File: config.mk
export PLATFORM = sky130hd
export DESIGN_NAME = instr_mem_loader
export DESIGN_NICKNAME = d
export VERILOG_FILES = /design/src/rtl/instr_mem_loader.sv
export SDC_FILE = /design/constraint.sdc
export NUM_CORES = 1
export LEC_CHECK = 0
export ABC_AREA = 1
export BUFFER_PORTS_ARGS = -buffer_cell sky130_fd_sc_hd__buf_2
export CORE_MARGIN = 1.5
export CORE_UTILIZATION = 30
export DETAILED_ROUTE_END_ITERATION = 7
export GPL_ROUTABILITY_DRIVEN = 0
export PLACE_DENSITY = 0.52
export SYNTH_ARGS = -nofsm -noshare
export SYNTH_HDL_FRONTEND = slang
export SYNTH_SLANG_ARGS = --single-unit
File: constraint.sdc
create_clock -name clk -period 4.1 [get_ports clk]
set_input_delay 0.82 -clock clk [delete_from_list [all_inputs] [get_ports clk]]
set_output_delay 0.82 -clock clk [all_outputs]
set_load 0.03 [all_outputs]
File: src/rtl/instr_mem_loader.sv
// Instruction-memory writer: takes a length-prefixed little-endian byte stream,
// assembles 32-bit words and pulses one write per word while holding the CPU in reset.
module instr_mem_loader #(
  parameter int ADDR_WIDTH = 16,
  parameter int DATA_WIDTH = 32
) (
  input  logic                  clk,
  input  logic                  rst,
  input  logic                  start,
  input  logic [7:0]            byte_in,
  input  logic                  byte_valid,
  output logic                  byte_ready,
  output logic                  we,
  output logic [31:0]           waddr,
  output logic [DATA_WIDTH-1:0] wdata,
  output logic                  cpu_hold,
  output logic                  done,
  output logic                  err
);

  typedef enum logic [2:0] {
    S_IDLE  = 3'd0,
    S_HDR   = 3'd1,
    S_DATA  = 3'd2,
    S_WRITE = 3'd3,
    S_DONE  = 3'd4,
    S_ERR   = 3'd5
  } state_t;

  localparam logic [32:0] CAPACITY = 33'(1) << ADDR_WIDTH;

  state_t                state, state_nxt;
  logic [31:0]           len;
  logic [DATA_WIDTH-1:0] word_buf;
  logic [ADDR_WIDTH-1:0] word_idx;
  logic [1:0]            byte_cnt;

  logic                  accept;
  logic                  last_byte;
  logic                  idle_like;
  logic [31:0]           len_full;
  logic [ADDR_WIDTH:0]   idx_inc;

  // Handshake: a byte moves on a rising edge where byte_valid && byte_ready;
  // byte_ready depends only on state, and the producer holds byte_in until taken.
  assign accept    = byte_valid && byte_ready;
  assign last_byte = (byte_cnt == 2'd3);
  assign idle_like = (state == S_IDLE) || (state == S_DONE) || (state == S_ERR);
  assign len_full  = {byte_in, len[31:8]};
  // One extra bit so a full-capacity load terminates on the count, not the wrap.
  assign idx_inc   = {1'b0, word_idx} + (ADDR_WIDTH+1)'(1);

  always_ff @(posedge clk or negedge rst) begin
    if (!rst) state <= S_IDLE;
    else      state <= state_nxt;
  end

  always_comb begin
    state_nxt  = state;
    byte_ready = 1'b0;
    we         = 1'b0;
    cpu_hold   = 1'b0;
    done       = 1'b0;
    err        = 1'b0;
    case (state)
      S_IDLE: begin
        if (start) state_nxt = S_HDR;
      end
      S_HDR: begin
        byte_ready = 1'b1;
        cpu_hold   = 1'b1;
        if (accept && last_byte) begin
          if (len_full == 32'd0)                   state_nxt = S_DONE;
          else if ({1'b0, len_full} > CAPACITY)    state_nxt = S_ERR;
          else                                     state_nxt = S_DATA;
        end
      end
      S_DATA: begin
        byte_ready = 1'b1;
        cpu_hold   = 1'b1;
        if (accept && last_byte) state_nxt = S_WRITE;
      end
      S_WRITE: begin
        we       = 1'b1;
        cpu_hold = 1'b1;
        if (idx_inc == len[ADDR_WIDTH:0]) state_nxt = S_DONE;
        else                              state_nxt = S_DATA;
      end
      S_DONE: begin
        done = 1'b1;
        if (start) state_nxt = S_HDR;
      end
      S_ERR: begin
        err = 1'b1;
        if (start) state_nxt = S_HDR;
      end
      default: state_nxt = S_IDLE;
    endcase
  end

  always_ff @(posedge clk or negedge rst) begin
    if (!rst) begin
      len      <= '0;
      word_buf <= '0;
      word_idx <= '0;
      byte_cnt <= '0;
      waddr    <= '0;
      wdata    <= '0;
    end else begin
      if (idle_like && start) begin
        byte_cnt <= '0;
        word_idx <= '0;
      end
      if (accept) begin
        byte_cnt <= byte_cnt + 2'd1;
        if (state == S_HDR) len <= len_full;
        if (state == S_DATA) begin
          word_buf <= {byte_in, word_buf[DATA_WIDTH-1:8]};
          // Present the finished word and its address for the WRITE cycle.
          if (last_byte) begin
            wdata <= {byte_in, word_buf[DATA_WIDTH-1:8]};
            waddr <= 32'({word_idx, 2'b00});
          end
        end
      end
      if (state == S_WRITE) word_idx <= word_idx + 1'b1;
    end
  end

endmodule

==> results.sh <==
export IMPL_status="finished clean"
export IMPL_totalWireLength_microns=13600
export IMPL_path_max_fanout=13
export IMPL_crit_chain="inv_2 -> nor2_1 -> nand2_1 -> inv_1 -> buf_2"
export IMPL_worstPathArrival_ns=2.04
export IMPL_placed_area_sq_mm=0.00625
export IMPL_grt_usage_pct=14.7
export IMPL_yosys_mux_area_fraction_pct=2.09
export IMPL_worst_r2r_endpoint="wdata[2]$_DFFE_PN0P_"
export IMPL_wl_per_cell_microns=13.6
export IMPL_synth_most_common_cell="nand2_1"
export IMPL_slowest_delay_ns=0.48
export IMPL_cts_root_buf="clkbuf_16"
export IMPL_io_pins=81
export IMPL_gr_total_overflow=0
export IMPL_synth_edf_count=0
export IMPL_grtUsageMet2_pct=21.8
export IMPL_yosys_top_cells_count="nand2_1, dfrtp_1, inv_1"
export IMPL_use_met1_pct=20.8
export IMPL_synth_simple_gate_area_share_pct=22.4
export IMPL_worst_pin_slew_ns=0.703
export IMPL_drc_errors=0
export IMPL_grt_start_max_net_pins=126
export IMPL_synth_cell_types=28
export IMPL_power_density_mw_per_mm2=563
export IMPL_synth_xor_area_share_pct=0
export IMPL_hold_path_startpoint="word_buf[25]$_DFFE_PN0P_"
export IMPL_row_count=50
export IMPL_ys_seq_elements=125
export IMPL_fin_area_sq_mm=0.00688
export IMPL_r2r_start="state[2]$_DFFE_PN0P_"
export IMPL_htreeDepth=4
export IMPL_synthTopCellsByArea="dfrtp_1, nand2_1, o21ai_0"
export IMPL_avgSynthCellArea_sq_um=8.29
export IMPL_synth_top_family_by_area="simple AND/OR/NAND/NOR gates"
export IMPL_synth_compound_area_share_pct=11.2
export IMPL_ys_seq_area_share_pct=54.4
export IMPL_cp_required_ns=3.28
export IMPL_clk_path_buf_depth=2
export IMPL_period_share_pct=69.7
export IMPL_startpoint="state[1]$_DFFE_PN0P_"
export IMPL_cts_resized=0
export IMPL_hold_buffers=0
export IMPL_synthCells=693
export IMPL_drtAntennaViolNets=0
export IMPL_hold_violations=0
export IMPL_crit_path_end="we"
export IMPL_synthArstFlopShare_pct=100
export IMPL_grt_pass1_wl_microns=22800
export IMPL_synth_top_area_share_pct=54.4
export IMPL_tns_ns=0
export IMPL_finalPower_mw=3.87
export IMPL_die_w_microns=141
export IMPL_end_kind="output port"
export IMPL_grt_use_met3_pct=3.91
export IMPL_rsz0062_at_grt="no"
export IMPL_hold_class="reg -> reg"
export IMPL_first_global_vias=4277
export IMPL_final_util_pct=36.6
export IMPL_fillers=2006
export IMPL_clk_latency_ns=0.42
export IMPL_cts_num_sinks=125
export IMPL_ir_worst_vdd_uv=285
export IMPL_syn_area_sq_mm=0.00575
export IMPL_cts_tree="done"
export IMPL_viasPerCell=4.52
export IMPL_grt_antenna_before_repair=0
export IMPL_port_buffers=64
export IMPL_fin_crit_ns=2.86
export IMPL_hpwlAfterDp_microns=9310
export IMPL_yosysWarnings=0
export IMPL_vias=4540
export IMPL_synth_ff_type="dfrtp_1"
export IMPL_slew_headroom_pct=53.1
export IMPL_max_clock_freq_ghz=0.350
export IMPL_r2r_setup_slack_ns=1.64
export IMPL_post_cts_setup_buffer_count=0
export IMPL_cap_viol_max_count=0
export IMPL_critical_path_startpoint_type="flop"
export IMPL_drive_gt1_share_pct=15.3
export IMPL_die_height_microns=141
export IMPL_initial_core_util_pct=30.6
export IMPL_drt_initial_drc_count=351
export IMPL_criticalPathCategory="reg -> out"
export IMPL_syn_to_final_growth_pct=19.7
export IMPL_finalNetCount=771
export IMPL_dr_pass1_iters=5
export IMPL_holdWs_ns=0.481
export IMPL_leakage_nw=3.43
export IMPL_dieArea_sq_mm=0.0200
export IMPL_reg2regPathDepth=8
export IMPL_fin_worst_skew_ns=0.00858
export IMPL_cts_buffers=17
export IMPL_path_clk_slew_ns=0.06
export IMPL_cpMaxStageDelayCell="inv_1"
export IMPL_synth_largest_area_cell="dfrtp_1"
export IMPL_synthAdderAreaFrac_pct=0.435
export IMPL_drv_slew=0
export IMPL_core_area_sq_mm=0.0188
export IMPL_setup_viol=0
export IMPL_antennaDiodeCount=0
export IMPL_grt_busiest_layer="met2"
==> critical path: cells and delay by family, from the launching register on <==
kind                   cells  cell delay [ns]
DFF                        1             0.45
buffers and inverters      3             0.87
and+or+nand+nor            2             0.30
==> layout make-up <==
cell class / instances / area, sq um / share of cell area (%)
clock inverter: 14 / 184 / 2.67
tap: 234 / 293 / 4.26
sequential: 125 / 3130 / 45.5
timing repair buffer: 68 / 365 / 5.31
inverter: 86 / 323 / 4.69
clock buffer: 18 / 439 / 6.39
multi-input combinational: 459 / 2140 / 31.2
==> report_power, final <==
group | internal, mW | switching (mW) | total, mW | leakage (nW)
Sequential | 1.43 | 0.138 | 1.57 | 1.68
Clock | 0.985 | 0.595 | 1.58 | 0.303
Combinational | 0.230 | 0.497 | 0.727 | 1.45
==> flip-flops by register name, indices dropped and copies added (netlist names) <==
| register | count |
|---|---|
| state | 3 |
| waddr | 16 |
| byte_cnt | 2 |
| word_idx | 16 |
| word_buf | 24 |
| len | 32 |
| wdata | 32 |
==> through the flow <==
stage               worst slack (ns)  cells
floorplan                       1.97    708
global placement                1.63    972
detailed placement              1.61    972
finish                          1.24   1004
global route                    1.06   1004
CTS                             1.20   1004
==> cells by family (layout without fill, tap and decap cells) <==
group,after synthesis,after routing
multiplexers,8,8
other,1,16
AO/OA/AOI/OAI,126,126
buffers and inverters,124,186
AND/OR/NAND/NOR,307,307
flip-flops,125,125
adder cells (fa/ha/maj),2,2
==> metal layers <==
layer | share of wire [%] | routed length (microns)
met5 | 0 | 0
met1 | 50 | 6770
met3 | 4.0 | 540
met4 | 1.6 | 224
met2 | 45 | 6110
==> worst min path at each step <==
| stage | endpoint | slack, ns | depth (start not counted) |
|---|---|---|---|
| global placement | word_buf[15]$_DFFE_PN0P_ | 0.47 | 2 |
| detailed placement | word_buf[15]$_DFFE_PN0P_ | 0.47 | 2 |
| global route | waddr[5]$_DFFE_PN0P_ | 0.50 | 2 |
| finish | word_buf[25]$_DFFE_PN0P_ | 0.48 | 2 |
| CTS | word_buf[15]$_DFFE_PN0P_ | 0.49 | 2 |
| floorplan | len[4]$_DFFE_PN0P_ | 0.45 | 2 |
==> placed cells by master (no fill, tap or decap), drive strengths merged <==
cell type	instances
nand2	201
dfrtp	125
o21ai	106
inv	90
buf	68
nand3	41
nor2	41
clkbuf	18
conb	16
nand4	15
a21oi	12
mux2	8
o22ai	6
clkinv	6
nor3	5
bufinv	3
nand3b	2
ha	2
nor4	1
and3	1
a21o	1
a32o	1
clkinvlp	1
No activity file was read; power rests on OpenSTA's default activity.
